`src/rtl/pipe_pkg.sv`:
```
`default_nettype none
// ============================================================================
// Module   : pipe_pkg
// Purpose  : Shared types and constants for the 5-stage RV32I pipeline
//            control logic (hazard control, forwarding).
// Revision : 1.0 - initial release
// ============================================================================
package pipe_pkg;

  // Architectural register index width (x0..x31)
  localparam int REG_IDX_W = 5;

  // Canonical nop (addi x0, x0, 0) injected into IF/ID on a flush
  localparam logic [31:0] NOP_INST = 32'h00000013;

  // Fetch-discard FSM: RUN is normal fetch, DROP discards one stale fetch
  typedef enum logic [0:0] {
    RUN  = 1'b0,
    DROP = 1'b1
  } state_e;

endpackage : pipe_pkg
`default_nettype wire

```
`src/rtl/hazard_detect.sv`:
```
`default_nettype none
// ============================================================================
// Module   : hazard_detect
// Purpose  : Combinational load-use hazard detection. Flags when the ID
//            instruction reads a register that a load in EX is about to
//            write. x0 is never a hazard since it is hardwired to zero.
// Revision : 1.0 - initial release
// ============================================================================
module hazard_detect
  import pipe_pkg::*;
(
  input  logic                 ex_is_load_i,
  input  logic [REG_IDX_W-1:0] ex_rd_i,
  input  logic [REG_IDX_W-1:0] id_rs1_i,
  input  logic [REG_IDX_W-1:0] id_rs2_i,
  input  logic                 id_use_rs1_i,
  input  logic                 id_use_rs2_i,
  output logic                 load_use_o
);

  logic w_rd_nonzero;
  logic w_rs1_hit;
  logic w_rs2_hit;

  // Source-operand match against the EX destination, only for operands used
  always_comb begin
    w_rd_nonzero = (ex_rd_i != '0);
    w_rs1_hit    = id_use_rs1_i & (id_rs1_i == ex_rd_i);
    w_rs2_hit    = id_use_rs2_i & (id_rs2_i == ex_rd_i);
    load_use_o   = ex_is_load_i & w_rd_nonzero & (w_rs1_hit | w_rs2_hit);
  end

endmodule : hazard_detect
`default_nettype wire

```
`src/rtl/hazard_ctrl.sv`:
```
`default_nettype none
// ============================================================================
// Module   : hazard_ctrl
// Purpose  : Pipeline control for the 5-stage RV32I core. Resolves data-memory
//            waits, taken jumps/branches, load-use hazards and fetch waits into
//            stall/flush controls and the PC enable. Discards a stale fetch
//            that was in flight when the PC was redirected, counts stall and
//            redirect events, and flags an over-long data-memory wait.
// Revision : 1.0 - initial release
// ============================================================================
module hazard_ctrl
  import pipe_pkg::*;
#(
  parameter int CNT_W       = 32,
  parameter int MEM_TIMEOUT = 255
) (
  input  logic                 clk,
  input  logic                 rst,
  input  logic [REG_IDX_W-1:0] id_rs1,
  input  logic [REG_IDX_W-1:0] id_rs2,
  input  logic                 id_use_rs1,
  input  logic                 id_use_rs2,
  input  logic [REG_IDX_W-1:0] ex_rd,
  input  logic                 ex_is_load,
  input  logic                 ex_jb,
  input  logic                 imem_ready,
  input  logic                 dmem_req,
  input  logic                 dmem_ready,
  output logic                 pc_en,
  output logic                 if_id_stall,
  output logic                 if_id_flush,
  output logic                 id_ex_stall,
  output logic                 id_ex_flush,
  output logic                 ex_mem_stall,
  output logic                 mem_wb_flush,
  output logic [CNT_W-1:0]     stall_cnt,
  output logic [CNT_W-1:0]     flush_cnt,
  output logic                 mem_timeout
);

  // Wait counter must hold MEM_TIMEOUT itself; keep at least one bit
  localparam int                WAIT_W   = (MEM_TIMEOUT > 0) ? $clog2(MEM_TIMEOUT + 1) : 1;
  localparam logic [WAIT_W-1:0] WAIT_MAX = WAIT_W'(MEM_TIMEOUT);

  state_e             state_q, state_d;
  logic [CNT_W-1:0]   stall_cnt_q, stall_cnt_d;
  logic [CNT_W-1:0]   flush_cnt_q, flush_cnt_d;
  logic [WAIT_W-1:0]  wait_q, wait_d;
  logic               timeout_q, timeout_d;

  logic               w_dwait;
  logic               w_iwait;
  logic               w_lu;
  logic               w_drop;
  logic               w_flush_issue;
  logic               w_redirect_pending;

  hazard_detect u_hazard_detect (
    .ex_is_load_i (ex_is_load),
    .ex_rd_i      (ex_rd),
    .id_rs1_i     (id_rs1),
    .id_rs2_i     (id_rs2),
    .id_use_rs1_i (id_use_rs1),
    .id_use_rs2_i (id_use_rs2),
    .load_use_o   (w_lu)
  );

  // Raw hazard terms from the memory handshakes and FSM state
  always_comb begin
    w_dwait            = dmem_req & ~dmem_ready;
    w_iwait            = ~imem_ready;
    w_drop             = (state_q == DROP);
    // Redirect issued while the old-path fetch has not yet returned
    w_redirect_pending = ex_jb & ~w_dwait & w_iwait;
  end

  // Priority mux: dmem wait > redirect > load-use > fetch wait/discard > run
  always_comb begin
    pc_en         = 1'b0;
    if_id_stall   = 1'b0;
    if_id_flush   = 1'b0;
    id_ex_stall   = 1'b0;
    id_ex_flush   = 1'b0;
    ex_mem_stall  = 1'b0;
    mem_wb_flush  = 1'b0;
    w_flush_issue = 1'b0;
    if (!rst) begin
      if (w_dwait) begin
        // Freeze IF..EX; EX stays frozen so a pending ex_jb is retried later
        if_id_stall  = 1'b1;
        id_ex_stall  = 1'b1;
        ex_mem_stall = 1'b1;
        mem_wb_flush = 1'b1;
      end else if (ex_jb) begin
        // Flushing ID also covers a simultaneous load-use, so no bubble needed
        pc_en         = 1'b1;
        if_id_flush   = 1'b1;
        id_ex_flush   = 1'b1;
        w_flush_issue = 1'b1;
      end else if (w_lu) begin
        // Hold ID one cycle and feed a bubble into EX
        if_id_stall = 1'b1;
        id_ex_flush = 1'b1;
      end else if (w_iwait || w_drop) begin
        // Nops enter ID while the fetch is pending or being discarded
        if_id_flush = 1'b1;
      end else begin
        pc_en = 1'b1;
      end
    end
  end

  // Fetch-discard FSM next state
  always_comb begin
    state_d = state_q;
    unique case (state_q)
      RUN: begin
        if (w_redirect_pending) state_d = DROP;
      end
      DROP: begin
        if (w_redirect_pending)  state_d = DROP;
        else if (imem_ready)     state_d = RUN;
      end
      default: state_d = RUN;
    endcase
  end

  // Performance counters and the saturating dmem wait counter
  always_comb begin
    stall_cnt_d = stall_cnt_q;
    flush_cnt_d = flush_cnt_q;
    wait_d      = '0;
    if (!pc_en)        stall_cnt_d = stall_cnt_q + CNT_W'(1);
    if (w_flush_issue) flush_cnt_d = flush_cnt_q + CNT_W'(1);
    if (w_dwait) begin
      wait_d = (wait_q == WAIT_MAX) ? wait_q : wait_q + WAIT_W'(1);
    end
    // Set as the wait count reaches the limit so the flag is visible right after
    timeout_d = timeout_q | (w_dwait & (wait_d == WAIT_MAX));
  end

  // State and counter registers, asynchronously cleared
  always_ff @(posedge clk or posedge rst) begin
    if (rst) begin
      state_q     <= RUN;
      stall_cnt_q <= '0;
      flush_cnt_q <= '0;
      wait_q      <= '0;
      timeout_q   <= 1'b0;
    end else begin
      state_q     <= state_d;
      stall_cnt_q <= stall_cnt_d;
      flush_cnt_q <= flush_cnt_d;
      wait_q      <= wait_d;
      timeout_q   <= timeout_d;
    end
  end

  assign stall_cnt   = stall_cnt_q;
  assign flush_cnt   = flush_cnt_q;
  assign mem_timeout = timeout_q;

endmodule : hazard_ctrl
`default_nettype wire

```
`config.mk`:
```
export PLATFORM = sky130hd
export DESIGN_NAME = hazard_ctrl
export DESIGN_NICKNAME = d
export VERILOG_FILES = /design/src/rtl/pipe_pkg.sv /design/src/rtl/hazard_detect.sv /design/src/rtl/hazard_ctrl.sv
export SDC_FILE = /design/constraint.sdc
export NUM_CORES = 1
export LEC_CHECK = 0
export ABC_CLOCK_PERIOD_IN_PS = 2250
export CORE_UTILIZATION = 44
export CTS_CLUSTER_DIAMETER = 100
export DETAILED_ROUTE_END_ITERATION = 10
export PLACE_DENSITY = 0.82
export SLEW_MARGIN = 15
export SYNTH_ARGS = -nofsm -noshare
export SYNTH_HDL_FRONTEND = slang
export SYNTH_SLANG_ARGS = --single-unit
```
`constraint.sdc`:
```
create_clock -name clk -period 2.25 [get_ports clk]
set_input_delay 0.45 -clock clk [delete_from_list [all_inputs] [get_ports clk]]
set_output_delay 0.45 -clock clk [all_outputs]
set_load 0.005 [all_outputs]
```
# ---- Word level (Yosys, flattened, before mapping)
# Cells that the tools add are included.
dict set report op_classes {
  mux 28
  n_addsub 3
  bitwise 14
  n_eq_ne 4
  n_reduce_logical 2
}
# operator count
set ops {}
lappend ops {{adder 32 x 1 -> 32 bit, second input constant} 2}
lappend ops {{2-to-1 mux 1 bit} 25}
lappend ops {{equality test 8 bit, second input constant} 2}
lappend ops {{2-to-1 mux 8 bit} 2}
lappend ops {{equality test 5 bit} 2}
lappend ops {{adder 8 x 1 -> 8 bit, second input constant} 1}
lappend ops {{bitwise AND 1 bit} 8}
lappend ops {{nonzero test 5 bit} 1}
lappend ops {{NOT 1 bit} 4}
lappend ops {{OR 1 bit} 2}
lappend ops {{one-hot mux 1 bit (2 select lines)} 1}
lappend ops {{logical OR 1 bit} 1}
dict set report totals {
  output_inout_bits 72
  wordCells 56
  inputBits 24
  ff_bits 74
}

# ---- Longest topological paths before layout
# Gate-level depths: netlist of the first run.
dict set report logic_depth {
  ltp_word 8
  depth_mapped 8
  mapped_depth_nobuf 7
}

# ---- Hierarchy
# From an unflattened synthesis of the first run, not the netlist that was laid out.
dict set report unflattened {
  hier_cells 339
  hier_area_um2 3636.0
}
# module area_each_um2 cells_per_inst seq_area_each_um2 instances
set by_module_without_submodules {}
lappend by_module_without_submodules {hazard_ctrl 3502.1 322 1851.8 1}
lappend by_module_without_submodules {hazard_detect 133.9 17 0.0 1}

# ---- Worst setup path before layout of the first run
# OpenSTA, ideal clock, no wires.
dict set report synth_path {
  path_kind {input port to flip-flop}
  startpoint {in rst}
  endpoint {reg flush_cnt_q[9], in the netlist flush_cnt[9]}
  setup_slack_ns -1.179
  n_path_buf 1
  path_stages 7
  setup_time_ns 0.123
  arrival_ns 3.306
  required_time_ns 2.127
  cell_sequence {inv_1 > and3_1 > buf_2 > and3_1 > and2b_1 > or3b_1 > xnor2_1}
}
dict set report synth_between {
  elab_chain_len 1
}
# element line
set synth_rtl {}
lappend synth_rtl {{start: declaration} hazard_ctrl.sv:18} ;# input logic rst,
lappend synth_rtl {{2-to-1 mux 1 bit} hazard_ctrl.sv:87} ;# if (!rst) begin
lappend synth_rtl {{end signal: assignment} hazard_ctrl.sv:153} ;# flush_cnt_q <= flush_cnt_d;
lappend synth_rtl {{end: declaration} hazard_ctrl.sv:47} ;# logic [CNT_W-1:0] flush_cnt_q, flush_cnt_d;
# Every way passes these cells.
# A chain may end at the register's enable or synchronous reset.

# ---- Worst setup path in the final report of the first run
dict set report layout_path {
  startpoint {in ex_rd[2]}
  endpoint {out pc_en}
}
dict set report layout_between {
  elab_chain_len 8
  word_cells_on_any_way 12
  classes_between {eq/ne (2); mux (4); bitwise (5); reduce/logical (1)}
}
# element line
set layout_rtl {}
lappend layout_rtl {{start: declaration} hazard_ctrl.sv:23} ;# input logic [REG_IDX_W-1:0] ex_rd,
lappend layout_rtl {{equality test 5 bit, on equally long branches} {hazard_detect.sv:28, hazard_detect.sv:29}}
lappend layout_rtl {{bitwise AND 1 bit, on equally long branches} {hazard_detect.sv:28, hazard_detect.sv:29}}
lappend layout_rtl {{OR 1 bit} hazard_detect.sv:30} ;# load_use_o = ex_is_load_i & w_rd_nonzero & (w_rs1_hit | w_rs2_hit);
lappend layout_rtl {{bitwise AND 1 bit (*)} hazard_detect.sv:30}
lappend layout_rtl {{2-to-1 mux 1 bit (*)} hazard_ctrl.sv:100} ;# end else if (w_lu) begin
lappend layout_rtl {{2-to-1 mux 1 bit (*)} hazard_ctrl.sv:94} ;# end else if (ex_jb) begin
lappend layout_rtl {{2-to-1 mux 1 bit (*)} hazard_ctrl.sv:88} ;# if (w_dwait) begin
lappend layout_rtl {{2-to-1 mux 1 bit (*)} hazard_ctrl.sv:87}
lappend layout_rtl {{end: declaration} hazard_ctrl.sv:29} ;# output logic pc_en,
# Every way passes the cells marked *; elsewhere a longest branch is shown, timed or not.

==> results of run 1 <==
## state kept, by name, indices dropped and copies added, names as in the netlist
signal,cells
stall_cnt,32
wait_q,8
mem_timeout,1
state_q,1
flush_cnt,32
## worst paths after layout
check	end	startpoint	cells past startpoint	slack [ns]
worst max-delay path	pc_en	ex_rd[2]	7	0.06
worst min-delay path	mem_timeout	mem_timeout	1	0.48
worst max register to register	flush_cnt[31]	flush_cnt[5]	7	0.25
worst min register to register	mem_timeout	mem_timeout	1	0.48
max in group asynchronous	stall_cnt[30]	rst	4	0.75
min in group asynchronous	wait_q[2]	rst	4	0.91
## synthesized netlist by cell type (2+ instances only)
master    number
nor2b_1        4
nor3b_1        5
nand4_1       17
buf_4          3
a31oi_1        4
nand3_1       20
and2_1         2
mux2_2         2
and4_1         5
o21a_1         3
xnor2_1       42
and3_1        11
nor4_1         3
a21oi_1        3
a211oi_1       2
o21ai_0        2
nand2_1       27
xor2_1        32
nor3_1        11
inv_1          6
nand2b_1       2
ha_1           3
dfrtp_1       74
nor4b_1        3
buf_2          2
nor2_1        27
## placed cells by master, fill, tap and decap left out, drive strengths merged, types with 2 or more instances in the layout
cell type	count
a211oi	2
a21oi	4
a31oi	4
and2	3
and2b	2
and3	11
and4	6
buf	49
clkbuf	11
clkdlybuf4s50	76
clkinv	3
clkinvlp	2
dfrtp	74
dlygate4sd2	10
ha	3
inv	6
mux2	2
nand2	27
nand2b	2
nand3	20
nand4	18
nor2	27
nor2b	4
nor3	11
nor3b	6
nor4	4
nor4b	3
o21a	3
o21ai	3
or4	2
xnor2	42
xor2	32
## per-stage QoR
stage	worst slack, ns	instances
2_1_floorplan	-0.484	338
3_3_place_gp	-0.604	567
3_5_place_dp	-0.648	567
4_1_cts	0.00599	586
5_1_grt	0.00267	586
6_report	0.0578	586
## cells by family (layout without fill, tap and decap cells)
logic type      after synthesis  count (layout)  synth area share (%)
mux                           3               3                 0.887
compound gates               19              19                  4.26
buf+inv                      13             159                  1.91
fa+ha+maj                     3               3                  1.02
xor+xnor                     74              74                  17.7
simple gates                152             152                  23.8
flops                        74              74                  50.5
## final cells by class
cell class	instances	share of cell area, %
multi-input cells	251	34.7
clock buffers	10	2.43
inverters	6	0.500
well taps	102	2.43
repair buffers	137	23.5
clock inverters	6	1.24
flip-flops and latches	74	35.3
## worst register-to-register path: cells and delay by family, from the launching register on
kind	cells	cell delay (ns)
xor gates and xnor gates	1	0.14
and+or+nand+nor	5	1.11
buffers and inverters	1	0.18
DFF	1	0.44
## routing by layer
metal  part of all wire (%)  up-vias  global-route usage (%)
met3                    4.8        8                    4.47
met1                     44     1476                    25.9
li1                       -     1461                       -
met5                      0        -                       0
met4                    1.2        0                    6.54
met2                     50       80                    36.8
## power groups by stage
stage	registers [W]	clock network, W	logic [W]
3_3_place_gp	0.00164	0	0.000939
5_1_grt	0.00165	0.00108	0.00105
3_5_place_dp	0.00165	0	0.000956
6_report	0.00163	0.00101	0.000962
2_1_floorplan	0.00168	0	0.000365
4_1_cts	0.00163	0.00104	0.000965
## timing repair
| action | 4_1_cts | 5_1_grt |
|---|---|---|
| pin swaps | 16 | 8 |
| buffers inserted | 5 | 0 |
| resized for setup | 50 | 12 |
| setup endpoints to repair | 20 | 8 |
| hold buffers | 0 | 0 |
==> metrics, run 1 <==
initial antenna violation count=0; clock transition at the registers of the reported paths=0.09 ns; Crit path required time=1.80 ns; Leak=2.28 nW; Remaining DRCs=0; Gate Count Post-Synth=338; Worst Path Buf+Inv=3; maximum vdd drop=0.421 mV; Final Total Pwr=0.00360 W; max-cap violation count=0; setup TNS after final layout=0 ns; IO Port Bufs=95; Comb pwr share=26.7%; DR iter-0 viols=101; worst setup path class=in -> out; Fillers=656; sequential cell area=0.00185 mm²; clock root cell=clkbuf_8; Max Slew Vio Count=0; Util after Layout=66.6%; Starting Density=46.5%; P_int=0.00252 W; Period minus WS final=2.19 ns; period utilisation layout=97.4%; crit path capture type=output pin; Die Y=93.3 µm; syn avg cell area=10.9 µm²; crit-path cells=buf_2 -> or4_4 -> o21ai_4 -> buf_6 -> nor2_4 -> a21oi_4 -> buf_2; fmax=0.456 GHz; Post-DP Area=0.00500 mm²; Worst path slowest cell=or4_4; FP Rows=32; Max clock buf depth=2; area of the multi-input gates=0.00182 mm²; HP Class=reg -> reg; first-pass GRT wire length=14.5 mm; actual slew at the worst max-slew pin=0.905 ns; total gr overflow=0; Slowest Stage Delay on Critical Path=0.52 ns; final instance area=0.00525 mm²; Final Hold Fails=0; CTS Buf Count=9; outcome=finished, final reports clean; Post-synth EDFFs=0; Seq/Total Area, Yosys=50.5%; ANT cells=0; TritonRoute pass-1 iters=4; top cell type's share of synthesized area=50.5%; CTS tree=yes; CP max FO=2; Yosys reg bits=74; CP dominant cell by count=buf_2; gp weighted congestion=0.805; largest net degree at the start of global routing=75; unrepaired setup endpoints after global routing=false; final setup fails=0; Layout area overhead=43.2%; clock network power share=28.1%; CORE AREA=0.00789 mm²; Worst Clk Skew=0.0198 ns; vias in the first global route=3131; switching share of power=30.0%; Post-Syn Nets=365; antenna viol nets, final=0; share of flip-flops with an asynchronous set or reset=100%; Primary FF master, synth=dfrtp_1; Clock Sinks=74; H-tree depth=3; largest area contributor in the netlist=dfrtp_1; WL final=8.55 mm; Skew-Pair Late Insertion Delay=0.34 ns; GRT Total Usage=21.0%; Cell Pwr Density=685 mW/mm²; Via density=5.16; wire per inst=14.6 µm; Synth area leaders=dfrtp_1 (50%), xnor2_1 (10%), xor2_1 (7.6%); Arr. time, crit path=1.74 ns; Layout Nets=506; vias=3025; CP Launch Type=primary input; Max-slew headroom=39.7%; Yosys cell types=49; Syn. warnings=0; crit-path leading delay family=simple AND/OR/NAND/NOR gates; fraction of final layout cells sized beyond drive strength 1=19.0%; sw power=0.00108 W; Chip Width=93.3 µm; WHS=0.481 ns; register share of total power=45.2%; mapped cell area=0.00367 mm²; Die ar.=0.00871 mm²; I/O Pins=96; dpl hpwl=6.31 mm
(Power assumes the default switching activity.)
==> run 2: changes to the inputs <==
PLACE_DENSITY = 0.76   (was 0.82)
==> metrics, run 2 (synthesis results as in run 1) <==
Worst path slowest cell=or4_4; dpl hpwl=6.37 mm; sw power=0.00110 W; wire per inst=14.7 µm; CP max FO=2; hold buffers post-CTS=0; crit-path leading delay family=simple AND/OR/NAND/NOR gates; Clock Sinks=74; most frequent cells in the layout=clkdlybuf4s50_1 (75), dfrtp_1 (74), xnor2_1 (39), buf_4 (38), xor2_1 (32); Post-DP Area=0.00499 mm²; Die ar.=0.00871 mm²; placed cells=566; GRT Total Usage=21.3%; Skew-Pair Late Insertion Delay=0.34 ns; Util after Layout=66.0%; Leak=2.25 nW; outcome=finished, final reports clean; Via density=5.24; total gr overflow=0; first-pass GRT wire length=14.6 mm; CP Launch Type=primary input; TritonRoute pass-1 iters=4; gp weighted congestion=0.840; clock root cell=clkbuf_8; final setup fails=0; CTS Buf Count=9; Cell Pwr Density=671 mW/mm²; largest net degree at the start of global routing=75; unrepaired setup endpoints after global routing=false; P_int=0.00239 W; area of the multi-input gates=0.00182 mm²; Max clock buf depth=2; clock network power share=26.2%; I/O Pins=96; Comb pwr share=26.8%; Period minus WS final=2.22 ns; final instance area=0.00520 mm²; clock transition at the registers of the reported paths=0.08 ns; sequential cell area=0.00185 mm²; Worst Path Buf+Inv=3; Layout Nets=503; Starting Density=46.5%; CP dominant cell by count=buf_6; DR iter-0 viols=129; CTS tree=yes; register share of total power=47.1%; Max-slew headroom=38.0%; H-tree depth=3; Worst Clk Skew=0.0119 ns; worst setup path class=in -> out; maximum vdd drop=0.351 mV; fraction of final layout cells sized beyond drive strength 1=18.3%; FP Rows=32; Final Hold Fails=0; initial antenna violation count=0; Layout area overhead=41.8%; Arr. time, crit path=1.77 ns; vias in the first global route=3128; antenna viol nets, final=0; crit path capture type=output pin; ANT cells=0; switching share of power=31.5%; period utilisation layout=98.6%; CORE AREA=0.00789 mm²; fmax=0.451 GHz; final std cells w/o fill=583; max-cap violation count=0; Crit path required time=1.80 ns; actual slew at the worst max-slew pin=0.929 ns; Remaining DRCs=0; Max Slew Vio Count=0; crit-path cells=buf_6 -> or4_4 -> o21ai_4 -> buf_6 -> nor2_4 -> a21oi_4 -> buf_2; vias=3053; HP Class=reg -> reg; Chip Width=93.3 µm; Fillers=639; WL final=8.57 mm; commonest non-fill, non-tap cell in the layout=clkdlybuf4s50_1; Die Y=93.3 µm; IO Port Bufs=95; Slowest Stage Delay on Critical Path=0.53 ns
## run 2: what timing repair did
| action | CTS | global route |
|---|---|---|
| setup buffers | 2 | 0 |
| hold endpoints to repair | 0 | 0 |
| endpoints found under the setup margin | 23 | 7 |
| pin swaps | 16 | 10 |
| gates resized for setup | 50 | 11 |
## run 2: worst reg2reg max path: cells and delay by family (launching register included)
family | cells | cell delay, ns
xor+xnor | 1 | 0.14
buf+inv | 1 | 0.18
flops | 1 | 0.44
simple gates | 5 | 1.13
## run 2: worst paths after layout
kind,from,to,slack [ns],depth (start not counted)
setup / recovery,ex_rd[3],pc_en,0.03,7
hold / removal,stall_cnt[31],stall_cnt[31],0.47,1
setup reg to reg,flush_cnt[4],flush_cnt[31],0.24,7
hold reg to reg,stall_cnt[31],stall_cnt[31],0.47,1
max in group asynchronous,rst,stall_cnt[11],0.71,4
min in group asynchronous,rst,wait_q[2],0.90,4
## run 2: cell type report
cell class | instances | share of cell area (%)
well taps | 102 | 2.45
inverters | 6 | 0.505
clock buffers | 10 | 2.45
clock inverters | 6 | 0.793
multi-input cells | 251 | 35.0
flip-flops and latches | 74 | 35.6
repair buffers | 134 | 23.2
## run 2: metal layers
metal	up-vias	wire length [µm]	GRT usage, %
met4	0	143	7.56
met2	100	4140	35.2
met5	-	0	0
met3	12	480	4.72
met1	1483	3800	27.5
li1	1458	-	-
## run 2: power by group through the flow
stage               logic [W]  clock network [W]  registers [W]
finish               0.000933           0.000913        0.00164
floorplan            0.000365                  0        0.00168
global route          0.00103           0.000996        0.00167
detailed placement   0.000936                  0        0.00167
CTS                  0.000939           0.000932        0.00164
global placement     0.000913                  0        0.00166
## run 2: per-stage QoR
stage,total power [W],setup WS [ns],hold slack [ns],setup TNS (ns)
after floorplan,0.00205,-0.484,0.460,-8.78
after global placement,0.00257,-0.624,0.459,-13.61
after detailed placement,0.00261,-0.646,0.458,-15.32
after CTS,0.00351,0.00321,0.475,0
after global routing,0.00369,0.00263,0.496,0
final,0.00349,0.0324,0.470,0
==> run 3: changes to the inputs <==
CTS_CLUSTER_DIAMETER = unset   (was 100)
SKIP_CTS_REPAIR_TIMING = 1   (was unset)
==> metrics, run 3 (synthesis results as in run 1) <==
Worst R2R End=flush_cnt[31]; worst setup path end=id_ex_flush; most frequent cells in the layout=clkdlybuf4s50_1 (76), dfrtp_1 (74), xnor2_1 (41), buf_4 (38), xor2_1 (32); placed cells=566; clock network power share=26.1%; Final Hold Fails=0; Layout Nets=504; TritonRoute pass-1 iters=4; largest net degree at the start of global routing=75; Clock Sinks=74; actual slew at the worst max-slew pin=0.935 ns; Fillers=632; R2R depth=7; P_int=0.00240 W; IO Port Bufs=95; Slowest Stage Delay on Critical Path=0.54 ns; crit path capture type=output pin; Via density=5.22; Max-slew headroom=37.6%; Worst Setup SP=ex_rd[2]; fmax=0.456 GHz; Worst path slowest cell=or4_4; CTS Buf Count=9; Worst Clk Skew=0.0120 ns; Layout area overhead=43.2%; first-pass GRT wire length=14.5 mm; outcome=finished, final reports clean; Cell Pwr Density=665 mW/mm²; sw power=0.00110 W; FP Rows=32; clock transition at the registers of the reported paths=0.08 ns; sequential cell area=0.00185 mm²; Starting Density=46.5%; initial antenna violation count=0; maximum vdd drop=0.348 mV; Post-DP Area=0.00499 mm²; vias in the first global route=3126; max-cap violation count=0; post-route setup slack=0.0573 ns; Die ar.=0.00871 mm²; HP Class=reg -> reg; Arr. time, crit path=1.74 ns; vias=3051; Leak=2.37 nW; wire per inst=14.8 µm; Comb pwr share=26.9%; switching share of power=31.4%; Skew-Pair Late Insertion Delay=0.34 ns; period utilisation layout=97.5%; Remaining DRCs=0; CP dominant cell by count=buf_6; Max clock buf depth=2; H-tree depth=3; DR iter-0 viols=132; gp weighted congestion=0.840; worst r2r src=flush_cnt[4]; Die Y=93.3 µm; worst setup path class=in -> out; commonest non-fill, non-tap cell in the layout=clkdlybuf4s50_1; WL final=8.66 mm; min-delay src=stall_cnt[31]; register share of total power=47.0%; final instance area=0.00525 mm²; Period minus WS final=2.19 ns; clock root cell=clkbuf_8; I/O Pins=96; Crit path required time=1.80 ns; Place WS=-0.646 ns; CORE AREA=0.00789 mm²; r2r setup slk=0.23 ns; final setup fails=0; GRT Total Usage=21.2%; crit-path cells=buf_6 -> or4_4 -> o21ai_4 -> buf_6 -> nor2b_4 -> o21a_1 -> dlymetal6s2s_1; fraction of final layout cells sized beyond drive strength 1=17.2%; ANT cells=0; CP Launch Type=primary input; CTS tree=yes; antenna viol nets, final=0; total gr overflow=0; final std cells w/o fill=584; Chip Width=93.3 µm; dpl hpwl=6.37 mm; CP max FO=3; area of the multi-input gates=0.00180 mm²; Max Slew Vio Count=0
run 3: cell count changes in the layout (fill, tap and decap cells not counted), sizes merged:
cell / delta
clkdlybuf4s50: +1
clkdlybuf4s15: -2
dlymetal6s2s: +14
dlygate4sd2: -10
clkbuf: +2
buf: -4
run 3: how the worst min path moves through the flow:
| stage | end | cells after the start | slack [ns] |
|---|---|---|---|
| after floorplan | mem_timeout | 1 | 0.46 |
| after detailed placement | stall_cnt[31] | 1 | 0.46 |
| after CTS | stall_cnt[31] | 1 | 0.48 |
| final | stall_cnt[31] | 1 | 0.47 |
| after global routing | mem_timeout | 1 | 0.50 |
| after global placement | stall_cnt[31] | 1 | 0.46 |
run 3: metal layers:
layer | vias up | track usage (%) | share of wire [%]
met5 | - | 0 | 0
met4 | 0 | 7.95 | 1.2
met3 | 7 | 4.88 | 5.4
li1 | 1459 | - | -
met2 | 91 | 34.9 | 49
met1 | 1494 | 27.1 | 44
run 3: through the flow:
step                      utilization [%]  setup TNS, ns  hold WS (ns)  power [W]
after floorplan                         -          -8.78         0.460    0.00205
after global placement               63.3         -13.61         0.459    0.00257
after detailed placement             63.3         -15.32         0.458    0.00261
after CTS                            65.4          -3.25         0.475    0.00352
after global routing                 66.6        -0.0128         0.496    0.00370
final                                66.6              0         0.469    0.00349
run 3: critical path, delay by kind of cell:
family / cells / cell delay, ns
buffers and inverters: 3 / 0.36
and+or+nand+nor: 2 / 0.57
AOI/OAI and AO/OA: 2 / 0.35
run 3: power groups by stage:
stage / Sequential (W) / Combinational (W) / Clock (W)
2_1_floorplan: 0.00168 / 0.000365 / 0
3_3_place_gp: 0.00166 / 0.000913 / 0
3_5_place_dp: 0.00167 / 0.000936 / 0
4_1_cts: 0.00164 / 0.000941 / 0.000932
5_1_grt: 0.00167 / 0.00103 / 0.000996
6_report: 0.00164 / 0.000939 / 0.000911
run 3: final cells by class:
class                      instances  area share (%)
tap                              102            2.43
clock buffer                      10            2.43
inverter                           6           0.500
multi-input combinational        251            34.2
sequential                        74            35.2
timing repair buffer             135            24.4
clock inverter                     6           0.786
